===== config.mk =====
export PLATFORM = sky130hd
export DESIGN_NAME = order_book_snapshot_reader
export DESIGN_NICKNAME = d
export VERILOG_FILES = /design/src/rtl/order_book_snapshot_reader.sv
export SDC_FILE = /design/constraint.sdc
export NUM_CORES = 1
export LEC_CHECK = 0
export ABC_AREA = 1
export BUFFER_PORTS_ARGS = -buffer_cell sky130_fd_sc_hd__buf_2
export CAP_MARGIN = 25
export CORE_UTILIZATION = 45
export DETAILED_ROUTE_END_ITERATION = 12
export HOLD_SLACK_MARGIN = 0.02
export PLACE_DENSITY = 0.66
export REMOVE_ABC_BUFFERS = 1
export SYNTH_ARGS = -nofsm -noshare
export SYNTH_HDL_FRONTEND = slang
export SYNTH_SLANG_ARGS = --single-unit

===== constraint.sdc =====
create_clock -name clk -period 4.4 [get_ports clk]
set_input_delay 0 -clock clk [delete_from_list [all_inputs] [get_ports clk]]
set_output_delay 0 -clock clk [all_outputs]
set_load 0.01 [all_outputs]

===== src/rtl/order_book_snapshot_reader.sv =====
// Avalon-MM read slave serving word slices of order-book entries from a shadow copy.
// Word 0 refetches the entry; a sticky stale flag records engine writes to the shadowed entry.
module order_book_snapshot_reader #(
    parameter int ENTRY_W   = 128,
    parameter int DATA_W    = 32,
    parameter int NUM_BOOKS = 4,
    parameter int LEVELS    = 8,
    localparam int WORDS    = ENTRY_W / DATA_W,
    localparam int WORD_W   = $clog2(WORDS),
    localparam int EA_W     = $clog2(NUM_BOOKS) + 1 + $clog2(LEVELS),
    localparam int ADDR_W   = EA_W + WORD_W + 1
) (
    input  logic               clk,
    input  logic               reset,
    input  logic               chipselect,
    input  logic               read,
    input  logic [ADDR_W-1:0]  address,
    output logic               waitrequest,
    output logic [DATA_W-1:0]  readdata,
    output logic               readdatavalid,
    output logic               mem_rd,
    output logic [EA_W-1:0]    mem_addr,
    input  logic [ENTRY_W-1:0] mem_rdata,
    input  logic               upd_valid,
    input  logic [EA_W-1:0]    upd_addr
);

    typedef enum logic [1:0] {S_IDLE, S_FETCH, S_WAIT, S_RESP} state_t;

    state_t              state_reg;
    logic [ENTRY_W-1:0]  shadow_reg;
    logic [EA_W-1:0]     shadow_addr_reg;
    logic                shadow_valid_reg;
    logic                stale_reg;
    logic                stale_pend_reg;
    logic [15:0]         fetch_cnt_reg;
    logic [WORD_W-1:0]   word_reg;

    logic                req_space;
    logic [EA_W-1:0]     req_ea;
    logic [WORD_W-1:0]   req_word;
    logic                accept;
    logic                req_hit;
    logic                shadow_upd;
    logic                fetch_upd;
    logic [DATA_W-1:0]   status_word;

    assign {req_space, req_ea, req_word} = address;

    assign accept     = chipselect && read && (state_reg == S_IDLE);
    assign req_hit    = (req_word != '0) && shadow_valid_reg && (req_ea == shadow_addr_reg);
    assign shadow_upd = upd_valid && shadow_valid_reg && (upd_addr == shadow_addr_reg);
    // mem_addr holds the in-flight fetch address throughout FETCH and WAIT.
    assign fetch_upd  = upd_valid && (upd_addr == mem_addr);

    always_comb begin
        status_word           = '0;
        status_word[0]        = shadow_valid_reg;
        status_word[1]        = stale_reg;
        status_word[8 +: EA_W] = shadow_addr_reg;
        status_word[31:16]    = fetch_cnt_reg;
    end

    always_ff @(posedge clk or negedge reset) begin
        if (!reset) begin
            state_reg        <= S_IDLE;
            waitrequest      <= 1'b0;
            readdata         <= '0;
            readdatavalid    <= 1'b0;
            mem_rd           <= 1'b0;
            mem_addr         <= '0;
            shadow_reg       <= '0;
            shadow_addr_reg  <= '0;
            shadow_valid_reg <= 1'b0;
            stale_reg        <= 1'b0;
            stale_pend_reg   <= 1'b0;
            fetch_cnt_reg    <= '0;
            word_reg         <= '0;
        end else begin
            case (state_reg)
                S_IDLE: begin
                    if (shadow_upd)
                        stale_reg <= 1'b1;
                    if (accept) begin
                        waitrequest <= 1'b1;
                        if (req_space) begin
                            readdata      <= status_word;
                            readdatavalid <= 1'b1;
                            state_reg     <= S_RESP;
                        end else if (req_hit) begin
                            readdata      <= shadow_reg[req_word*DATA_W +: DATA_W];
                            readdatavalid <= 1'b1;
                            state_reg     <= S_RESP;
                        end else begin
                            mem_rd         <= 1'b1;
                            mem_addr       <= req_ea;
                            word_reg       <= req_word;
                            stale_pend_reg <= 1'b0;
                            state_reg      <= S_FETCH;
                        end
                    end
                end
                S_FETCH: begin
                    mem_rd <= 1'b0;
                    if (fetch_upd)
                        stale_pend_reg <= 1'b1;
                    state_reg <= S_WAIT;
                end
                S_WAIT: begin
                    // The RAM may return pre-update data if the engine hit this entry mid-fetch.
                    shadow_reg       <= mem_rdata;
                    shadow_addr_reg  <= mem_addr;
                    shadow_valid_reg <= 1'b1;
                    stale_reg        <= stale_pend_reg || fetch_upd;
                    if (fetch_cnt_reg != 16'hFFFF)
                        fetch_cnt_reg <= fetch_cnt_reg + 16'd1;
                    readdata      <= mem_rdata[word_reg*DATA_W +: DATA_W];
                    readdatavalid <= 1'b1;
                    state_reg     <= S_RESP;
                end
                S_RESP: begin
                    if (shadow_upd)
                        stale_reg <= 1'b1;
                    readdatavalid <= 1'b0;
                    waitrequest   <= 1'b0;
                    state_reg     <= S_IDLE;
                end
                default: state_reg <= S_IDLE;
            endcase
        end
    end

endmodule


Word level (Yosys, flattened, before mapping):

Cells that the tools add are included.
Widths: inputs -> output; s select.

* reductions and logical operators: 24
* equality and inequality tests: 13
* shifts and indexed selects: 2
* bitwise logic cells: 2
* add/subtract/negate cells: 1
* muxes and demuxes: 25

Operator list (number)
* $shiftx 128x8->32: 2
* $mux 32: 3
* $pmux 32 s2: 1
* $eq 6x6->1: 3
* $add 16x1->16 const B: 1
* $ne 16x16->1 const B: 1
* $mux 1: 12
* $reduce_bool 2->1: 5
* $ne 2x2->1 const B: 4
* $pmux 1 s2: 4
* $pmux 2 s4: 1
* $reduce_and 4->1: 2
* $logic_and 1x1->1: 7
* $mux 2: 3
* $reduce_and 2->1: 3
* $reduce_and 3->1: 2
* $reduce_and 5->1: 1
* $eq 2x2->1 const B: 2
* $ne 3x3->1 const B: 1
* $pmux 1 s3: 1
* $reduce_bool 3->1: 1
* $eq 2x1->1 const B: 1
* $logic_not 2->1: 1
* $ne 2x1->1 const B: 1
* other kinds (3): 4

* register bits: 198
* output and inout port bits: 41
* input port bits: 148
* logic and storage cells: 80

Longest topological paths before layout:

Gate-level depths: netlist (run 1).

* depth after elaboration: 7
* depth in mapped cells: 12
* depth with buffers taken out: 11

Worst setup path before layout (run 1):

Ideal clock, no wire load.

* path kind: register to register
* start: reg state_reg[0]
* end: reg readdata[1]
* cell stages (with the launch flop): 10
* setup slack: 2724 ps
* setup time: 117 ps
* arrival time: 1560 ps
* required time: 4283 ps
* path buffers: 1
* period minus slack after synthesis: 1676 ps
* cell sequence: dfrtp_1 -> inv_1 -> ha_1 -> buf_4 -> nor2_4 -> clkinv_1 -> nor3_1 -> nor2_1 -> nand3_1 -> nand2_1

* cells in the longest elaborated chain, start to end: 4
* elaborated cells on any way between the ends: 8
* those cells by class: 3 x eq/ne; 1 x mux; 4 x reduce/logical

RTL lines
* from (decl): line 30 `state_t state_reg;`
* from (signal assigned): line 66 `state_reg <= S_IDLE;`
* from (signal assigned): line 89 `state_reg <= S_RESP;`
* from (signal assigned): line 93 `state_reg <= S_RESP;`
* $logic_not 2->1: line 50, 80
* $logic_and 1x1->1: line 50 `assign accept = chipselect && read && (state_reg == S_IDLE);`
* $ne 2x2->1 (no line)
* $reduce_and 3->1 (no line)
* to (signal assigned): line 87 `readdata <= status_word;`
* to (signal assigned): line 91 `readdata <= shadow_reg[req_word*DATA_W +: DATA_W];`
* to (signal assigned): line 117 `readdata <= mem_rdata[word_reg*DATA_W +: DATA_W];`
* to (decl): line 19 `output logic [DATA_W-1:0] readdata,`

Several ways; a longest one is shown, not always the timed one.
A chain may end at the register's enable or synchronous reset.

Worst setup path in the final report (run 1):

* start: reg state_reg[0]
* end: reg readdata[23]

The elaborated chain is that of the path after synthesis.

==> results_dict.tcl, run 1 <==
set metrics [dict create \
    drtIter0Drc 852 \
    antenna_found_initial 0 \
    wire_per_inst_um 15.4 \
    syn_inst 1480 \
    grt_overflow 0 \
    start_util_pct 46.4 \
    clk_pin_slew_worst_paths_ns 0.07 \
    hold_violations 0 \
    critPathKind "register to register" \
    peakVddDrop_v 0.000471 \
    setup_ws_ns 1.68 \
    fin_nets 1900 \
    clock-sinks 198 \
    status "finished, final reports clean" \
    routed_wl_um 32000 \
    placedInstanceArea_um2 11700 \
    worst_r2r_path_depth 10 \
    synth-seq-cells 198 \
    yosys.area_share.simple_pct 29.8 \
    cts_tree "done" \
    synth_top_family_by_area "simple AND/OR/NAND/NOR gates" \
    worst-path-stages 10 \
    setup_viol 0 \
    slowest_stage "buf_4" \
    slowest_delay_ns 0.74 \
    die_h_um 156 \
    worstSkewPairLatency_ns 0.43 \
    drc_errors 0 \
    grt_pass1_vias 10200 \
    endpoint "readdata[23]$_DFFE_PN0P_" \
    timing.max_cap.violations 0 \
    netlist.area_leader.share_pct 46.6 \
    drv_slew 0 \
    ys_types 35 \
    grt_max_degree 113 \
    grt_pass1_wl_um 51400 \
    ys_warn_count 0 \
    crit_fanout 100 \
    cts_made_buffers 17 \
    synthTopCellsByArea "dfrtp_1 47%, nand2_1 19%, o21ai_0 8.9%" \
    die_w_um 156 \
    async_reset_ff_share_pct 100 \
    max_slew_margin_pct 34.9 \
    area_delta_synth_final_pct 27.6 \
    period_share_pct 61.8 \
    drive_gt1_share_pct 14.2 \
    first_pass_iters 5 \
    synth_xor_area_share_pct 1.73 \
    synth_top_cell_by_area "dfrtp_1" \
    clock-root-buffer "clkbuf_16" \
    worstSetupStartpointType "register" \
    holdBufCountCts 135 \
    vias 10600 \
    worstMarginPinSlew_ns 0.976 \
    r2r-start "state_reg[0]$_DFFE_PN0P_" \
    max_freq_ghz 0.368 \
    htreeDepth 4 \
    diodes 0 \
    avgSynthCellArea_um2 7.19 \
    setup.worst_path.start "state_reg[0]$_DFFE_PN0P_" \
    cp_data_required_time_ns 4.77 \
    routabilityCongestion 0.875 \
    fin_area_um2 13600 \
    rsz0062_at_grt "false" \
    leakagePower_nw 6.92 \
    crit_buf_inv 3 \
    r2r_setup_slack_ns 1.68 \
    hold_class "input pin to register" \
    post_cts_resized 0 \
    via_per_inst 5.11 \
    synth_fa_ha_area_share_pct 0.705 \
    die-area_um2 24300 \
    hold_ws_ns 0.0701 \
    crit_family "buffers and inverters" \
    syn-cell-area_um2 10600 \
    yosysMostFrequentCell "nand2_1" \
    postCtsSetupBuffers 0 \
    synth_edf_count 0 \
    worstPathArrival_ns 3.09 \
    track_usage_pct 27.0 \
    dp_slack_ns 1.62 \
    power.density_nw_per_um2 642 \
    r2r_end "readdata[23]$_DFFE_PN0P_" \
    pin_count 189 \
    std_cell_rows 55 \
    crit_chain "inv_1, ha_4, buf_4, nor2_4, inv_1, or2_0, nand2_1, nor2_1, nand3_1, nand2_1" \
    largest_reg_flops 128 \
    finClkSkew_ns 0.00847 \
    endpoint_kind "register" \
    numPortBuffers 188 \
    final_core_util_pct 59.3 \
    core_um2 22900 \
    max-clock-path-buffers 2 \
    dp_hpwl_um 19800 \
    ant_nets 0 \
    synth_compound_area_share_pct 13.3 \
    period_minus_slack_ns 2.72 \
    synthMuxAreaShare_pct 0 \
    ys.flop_type "dfrtp_1" \
    ys_seq_area_share_pct 46.6 \
    synth_commonest_cells "550 x nand2_1, 198 x dfrtp_1, 189 x o21ai_0" \
]
-- per-layer routing --
metal	vias to the layer above	share of wire (%)	global-route usage [%]	wire [µm]
li1	5240	-	-	-
met1	4945	46	37.4	14600
met2	336	47	43.6	15000
met3	47	5.6	4.28	1800
met4	0	1.8	8.12	578
met5	-	0	0	0
-- how the worst min path moves through the flow --
stage / startpoint / slack (ns) / endpoint / depth (start not counted)
finish: read / 0.07 / waitrequest$_DFFE_PN0P_ / 4
global route: chipselect / 0.1 / waitrequest$_DFFE_PN0P_ / 4
CTS: read / 0.04 / waitrequest$_DFFE_PN0P_ / 4
detailed placement: reset / 0.10 / shadow_reg[14]$_DFFE_PN0P_ / 1
global placement: reset / 0.11 / shadow_reg[14]$_DFFE_PN0P_ / 1
floorplan: reset / -0.30 / fetch_cnt_reg[0]$_DFFE_PN0P_ / 0
-- through the flow --
| step | total power [W] | std cells | TNS [ns] |
|---|---|---|---|
| CTS | 0.00869 | 2069 | 0 |
| global placement | 0.00695 | 1903 | 0 |
| detailed placement | 0.00709 | 1904 | 0 |
| floorplan | 0.00579 | 1392 | -357.34 |
| global route | 0.00946 | 2070 | 0 |
| finish | 0.00872 | 2070 | 0 |
-- power by group --
part           internal, W  switching [W]  leakage (nW)
logic              0.00139        0.00268          4.21
registers          0.00268       0.000469          2.45
clock network     0.000818       0.000675         0.264
total              0.00489        0.00383          6.92
-- cells in the final DEF (no fill, tap or decap), types with 2 or more instances in the layout --
master / n
clkinvlp_4: 3
o21ai_2: 4
clkbuf_16: 17
o21ai_0: 189
ha_1: 5
buf_2: 187
nor3_1: 13
buf_12: 2
nor2_1: 135
clkbuf_1: 2
o221ai_1: 2
xor2_1: 14
dfrtp_1: 197
inv_1: 93
nand4_1: 3
o22ai_1: 21
clkbuf_8: 4
buf_4: 9
inv_2: 5
clkinv_2: 4
nand2_2: 2
nand3_1: 82
dlygate4sd3_1: 135
xnor2_1: 7
nand2_1: 550
nor2_4: 2
a21oi_1: 52
or2_0: 2
-- tightest hold or removal path: stages --
cell and delay (ns):
buf_2 0.07, nand2_1 0.10, nand2_1 0.18, a31oi_1 0.10
-- cells by family (layout without fill, tap and decap cells) --
kind of cell	count (synthesis)	after routing
xor+xnor	21	21
flops	198	198
buf+inv	188	465
simple gates	795	795
fa+ha+maj	6	6
compound gates	272	272
-- cell type report --
type                    instances  area [µm²]
well taps                     313         392
multi-input cells            1094        4870
repair buffers                335        2440
flip-flops and latches        198        4960
fillers                      2166        9330
inverters                     100         377
clock buffers                  22         474
clock inverters                 8        76.3
Power figures use the tool's default switching activity.
==> inputs of run 2 (changes only) <==
--- a/config.mk
+++ b/config.mk
@@ -11,7 +11,7 @@
 export CORE_UTILIZATION = 45
 export DETAILED_ROUTE_END_ITERATION = 12
 export HOLD_SLACK_MARGIN = 0.02
-export PLACE_DENSITY = 0.66
+export PLACE_DENSITY = 0.69
 export REMOVE_ABC_BUFFERS = 1
 export SYNTH_ARGS = -nofsm -noshare
 export SYNTH_HDL_FRONTEND = slang
==> constraint.sdc (replaced) <==
create_clock -name clk -period 2.5 [get_ports clk]
set_input_delay 0 -clock clk [delete_from_list [all_inputs] [get_ports clk]]
set_output_delay 0 -clock clk [all_outputs]
set_load 0.01 [all_outputs]
==> results_dict.tcl, run 2 (synthesis results as in run 1) <==
set metrics [dict create \
    worstSetupStartpointType "register" \
    max-clock-path-buffers 2 \
    endpoint_kind "register" \
    crit_chain "inv_1, ha_4, nor2_4, clkinv_1, nor3_1, nor2_1, nand3_1, nand2_1" \
    hold_violations 0 \
    peakVddDrop_v 0.000904 \
    finClkSkew_ns 0.0125 \
    drive_gt1_share_pct 14.8 \
    period_minus_slack_ns 2.35 \
    final_cell_mix "550 x nand2_1, 197 x dfrtp_1, 189 x o21ai_0" \
    die_h_um 156 \
    max_freq_ghz 0.425 \
    hold_ws_ns 0.0424 \
    track_usage_pct 27.5 \
    crit_fanout 24 \
    clock-root-buffer "clkbuf_16" \
    worstPathArrival_ns 2.69 \
    cts_tree "done" \
    worstSkewPairLatency_ns 0.45 \
    met3_length_um 1720 \
    grt_max_degree 111 \
    largest_reg_flops 128 \
    first_pass_iters 5 \
    slowest_delay_ns 0.50 \
    max_slew_margin_pct 58.2 \
    critPathKind "register to register" \
    drtIter0Drc 767 \
    cts_made_buffers 17 \
    setup_viol 0 \
    setup.worst_path.start "state_reg[0]$_DFFE_PN0P_" \
    numPortBuffers 188 \
    antenna_found_initial 1 \
    fin_nets 1907 \
    post_cts_resized 0 \
    timing.max_cap.violations 0 \
    grt_overflow 0 \
    std_cell_rows 55 \
    pin_count 189 \
    r2r_setup_slack_ns 0.15 \
    rsz0062_at_grt "false" \
    r2r-start "state_reg[0]$_DFFE_PN0P_" \
    die-area_um2 24300 \
    grt_pass1_vias 10400 \
    drv_slew 0 \
    period_share_pct 94.1 \
    core_um2 22900 \
    vias 10600 \
    routabilityCongestion 0.869 \
    clk_pin_slew_worst_paths_ns 0.08 \
    layout_commonest_cell "nand2_1" \
    endpoint "readdata[1]$_DFFE_PN0P_" \
    dp_slack_ns 0.141 \
    diodes 0 \
    power.density_nw_per_um2 1140 \
    drc_errors 0 \
    ant_nets 0 \
    cp_data_required_time_ns 2.84 \
    setup_ws_ns 0.147 \
    top_layer "met5" \
    total_power_w 0.0156 \
    start_util_pct 46.4 \
    dp_hpwl_um 20500 \
    die_w_um 156 \
    routed_wl_um 32300 \
    fin_area_um2 13700 \
    wire_per_inst_um 15.5 \
    via_per_inst 5.10 \
    placedInstanceArea_um2 11800 \
    r2r_end "readdata[1]$_DFFE_PN0P_" \
    leakagePower_nw 6.99 \
    holdBufCountCts 135 \
    grt_pass1_wl_um 52200 \
    htreeDepth 4 \
    wl_met1_um 14100 \
    clock-sinks 198 \
    worst_r2r_path_depth 8 \
    slowest_stage "clkinv_1" \
    postCtsSetupBuffers 0 \
    hold_class "input pin to register" \
    route.met2.wl_um 15700 \
    status "finished, final reports clean" \
    area_delta_synth_final_pct 29.0 \
    worstMarginPinSlew_ns 0.628 \
]
-- run 2: cell count changes in the layout (fill, tap and decap cells not counted), sizes merged --
cell,previous run,this run
buf,199,206
bufinv,1,2
clkbuf,23,18
clkinv,6,4
clkinvlp,3,2
inv,98,107
-- run 2: how the worst min path moves through the flow --
stage / end / from / slack, ns / cells past startpoint
detailed placement: shadow_reg[45]$_DFFE_PN0P_ / reset / -0.003 / 1
CTS: stale_reg$_DFFE_PN0P_ / upd_valid / 0.03 / 6
finish: stale_reg$_DFFE_PN0P_ / upd_valid / 0.04 / 6
global route: waitrequest$_DFFE_PN0P_ / read / 0.07 / 4
floorplan: fetch_cnt_reg[0]$_DFFE_PN0P_ / reset / -0.30 / 0
global placement: shadow_reg[45]$_DFFE_PN0P_ / reset / -0.002 / 1
-- run 2: area by class of cell --
cell class / instances / area (µm²)
repair buffers: 342 / 2520
well taps: 313 / 392
flip-flops and latches: 198 / 4960
inverters: 100 / 377
clock inverters: 15 / 184
fillers: 2076 / 9190
clock buffers: 17 / 425
multi-input cells: 1094 / 4870
-- run 2: power by group --
group	internal, W	total, W	leakage [nW]	switching [W]
clock	0.00152	0.00287	0.293	0.00135
sequential	0.00471	0.00556	2.45	0.000849
combinational	0.00247	0.00719	4.25	0.00472
-- run 2: critical path, delay by kind of cell (launching register included) --
kind,cells,cell delay [ns]
DFF,1,0.38
and+or+nand+nor,5,0.96
buffers and inverters,2,0.61
adders and majority gates,1,0.28
-- run 2: per-stage QoR --
step	util (%)	setup TNS, ns	cells
6_report	59.9	0	2079
4_1_cts	59.9	0	2079
3_5_place_dp	51.3	0	1912
3_3_place_gp	51.3	0	1912
5_1_grt	59.9	0	2079
2_1_floorplan	-	-708.61	1392
-- run 2: per-layer routing --
metal,global-route usage [%],vias to the layer above
met1,35.1,4952
met3,3.92,63
met4,10.8,2
met2,47.2,328
li1,-,5257
met5,0,-
==> inputs of run 3 (changes only) <==
--- a/config.mk
+++ b/config.mk
@@ -8,10 +8,12 @@
 export ABC_AREA = 1
 export BUFFER_PORTS_ARGS = -buffer_cell sky130_fd_sc_hd__buf_2
 export CAP_MARGIN = 25
-export CORE_UTILIZATION = 45
+export CORE_MARGIN = 8
+export CORE_UTILIZATION = 51
 export DETAILED_ROUTE_END_ITERATION = 12
+export GPL_TIMING_DRIVEN = 0
 export HOLD_SLACK_MARGIN = 0.02
-export PLACE_DENSITY = 0.69
+export PLACE_DENSITY = 0.77
 export REMOVE_ABC_BUFFERS = 1
 export SYNTH_ARGS = -nofsm -noshare
 export SYNTH_HDL_FRONTEND = slang
==> results_dict.tcl, run 3 (synthesis results as in run 1) <==
set metrics [dict create \
    worst-path-stages 11 \
    cts_made_buffers 17 \
    hold_violations 0 \
    period_minus_slack_ns 2.28 \
    worst_r2r_path_depth 11 \
    ant_nets 0 \
    finClkSkew_ns 0.0117 \
    track_usage_pct 26.7 \
    switching_power_w 0.00715 \
    hold_depth 5 \
    std_cell_rows 53 \
    seqPwrFrac_pct 34.5 \
    worstMarginPinSlew_ns 1.05 \
    core_um2 20800 \
    worstSetupStartpointType "register" \
    fin_nets 1912 \
    p_sw_share_pct 43.9 \
    peakVddDrop_v 0.000654 \
    p_int_w 0.00913 \
    clk_pin_slew_worst_paths_ns 0.08 \
    diodes 0 \
    slowest_delay_ns 0.64 \
    max-clock-path-buffers 2 \
    status "finished, final reports clean" \
    dp_hpwl_um 20100 \
    routed_wl_um 34400 \
    die-area_um2 25700 \
    endpoint_kind "register" \
    antenna_found_initial 0 \
    final_cell_mix "550 x nand2_1, 196 x dfrtp_1, 189 x o21ai_0" \
    worstPathArrival_ns 2.66 \
    drv_slew 0 \
    clock-root-buffer "clkbuf_16" \
    crit_buf_inv 3 \
    worstSkewPairLatency_ns 0.44 \
    dp_slack_ns -0.613 \
    grt_pass1_vias 10800 \
    r2r-start "word_reg[0]$_DFFE_PN0P_" \
    setup_ws_ns 0.223 \
    routabilityCongestion 0.878 \
    layout_commonest_cell "nand2_1" \
    drc_errors 0 \
    largest_reg_flops 128 \
    timing.max_cap.violations 0 \
    min_from "chipselect" \
    grt_pass1_wl_um 56100 \
    grt_overflow 0 \
    hold_class "input pin to register" \
    area_delta_synth_final_pct 30.4 \
    power.density_nw_per_um2 1170 \
    leakagePower_nw 7.07 \
    hold_ws_ns 0.0554 \
    wire_per_inst_um 16.8 \
    grt_max_degree 118 \
    numPortBuffers 188 \
    htreeDepth 4 \
    slowest_stage "dfrtp_2" \
    crit_fanout 40 \
    cp_data_required_time_ns 2.88 \
    drtIter0Drc 1026 \
    via_per_inst 5.37 \
    cts_tree "done" \
    first_pass_iters 6 \
    crit_chain "buf_12, inv_4, buf_16, nand2_1, nand3_1, nand2_1, nand2_1, o21ai_0, nor2_1, nand3_1, nand2_1" \
    rsz0062_at_grt "false" \
    clock-sinks 198 \
    start_util_pct 51.3 \
    cpMostUsedCell "nand2_1" \
    drive_gt1_share_pct 15.1 \
    period_share_pct 91.1 \
    clockPowerShare_pct 18.2 \
    crit_family "buffers and inverters" \
    p_comb_share_pct 47.3 \
    critPathKind "register to register" \
    setup_viol 0 \
    vias 11000 \
    max_freq_ghz 0.439 \
    setup.worst_path.start "word_reg[0]$_DFFE_PN0P_" \
    die_w_um 160 \
    die_h_um 160 \
    pin_count 189 \
    max_slew_margin_pct 29.8 \
]
==> run 3: changes by cell type in the layout (fill, tap and decap cells not counted), sizes merged <==
cell,previous run,this run
inv,107,104
dlygate4sd3,135,137
bufinv,2,3
clkinvlp,2,3
nor2,137,138
buf,206,208
bufbuf,0,1
==> run 3: metal layers <==
metal | routed length (µm) | share of wire, % | vias up | GRT usage (%)
li1 | - | - | 5265 | -
met1 | 14300 | 42 | 5135 | 35.1
met2 | 16400 | 48 | 510 | 43.0
met3 | 2820 | 8.2 | 78 | 5.17
met4 | 847 | 2.5 | 0 | 9.94
met5 | 0 | 0 | - | 0
==> run 3: worst paths after layout <==
| kind | to | slack, ns |
|---|---|---|
| max | readdata[1]$_DFFE_PN0P_ | 0.22 |
| max reg2reg | readdata[1]$_DFFE_PN0P_ | 0.22 |
| min in group asynchronous | shadow_reg[38]$_DFFE_PN0P_ | 0.13 |
| min reg2reg | shadow_reg[116]$_DFFE_PN0P_ | 0.47 |
| min | word_reg[1]$_DFFE_PN0P_ | 0.06 |
| max in group asynchronous | shadow_reg[54]$_DFFE_PN0P_ | 1.38 |
==> run 3: power groups by stage <==
stage	clock network, W	logic, W	registers [W]
after global placement	0	0.00541	0.00566
after floorplan	0	0.00409	0.00556
after global routing	0.00312	0.00865	0.00577
final	0.00296	0.00770	0.00561
after CTS	0.00299	0.00745	0.00558
after detailed placement	0	0.00707	0.00563
==> run 3: timing repair <==
item | 4_1_cts | 5_1_grt
setup buffers | 2 | 8
hold endpoints to repair | 217 | 0
gates cloned | 2 | 0
hold buffers | 137 | 0
gates resized for setup | 3 | 5
pin swaps | 2 | 2
setup endpoints to repair | 32 | 32
==> run 3: area by class of cell <==
class	count	area, µm²
sequential	198	4960
clock inverter	14	190
inverter	100	388
multi-input combinational	1095	4890
fill	1679	6880
timing repair buffer	346	2670
clock buffer	18	439
tap	275	344
==> run 3: stage by stage <==
step	setup TNS [ns]	area, µm²	total power, W	utilization, %	std cells
CTS	0	13800	0.0160	66.5	2038
global route	0	13900	0.0175	66.9	2046
finish	0	13900	0.0163	66.9	2046
global placement	-1792.83	11500	0.0111	55.2	1855
detailed placement	-12.73	11700	0.0127	56.6	1865
floorplan	-708.61	10200	0.00965	-	1392
==> run 3: worst register-to-register path, cell delays in order (launching register included) <==
cell,delay [ns]
dfrtp_2,0.64
buf_12,0.30
inv_4,0.39
buf_16,0.24
nand2_1,0.07
nand3_1,0.07
nand2_1,0.07
nand2_1,0.05
o21ai_0,0.07
nor2_1,0.11
nand3_1,0.10
nand2_1,0.11
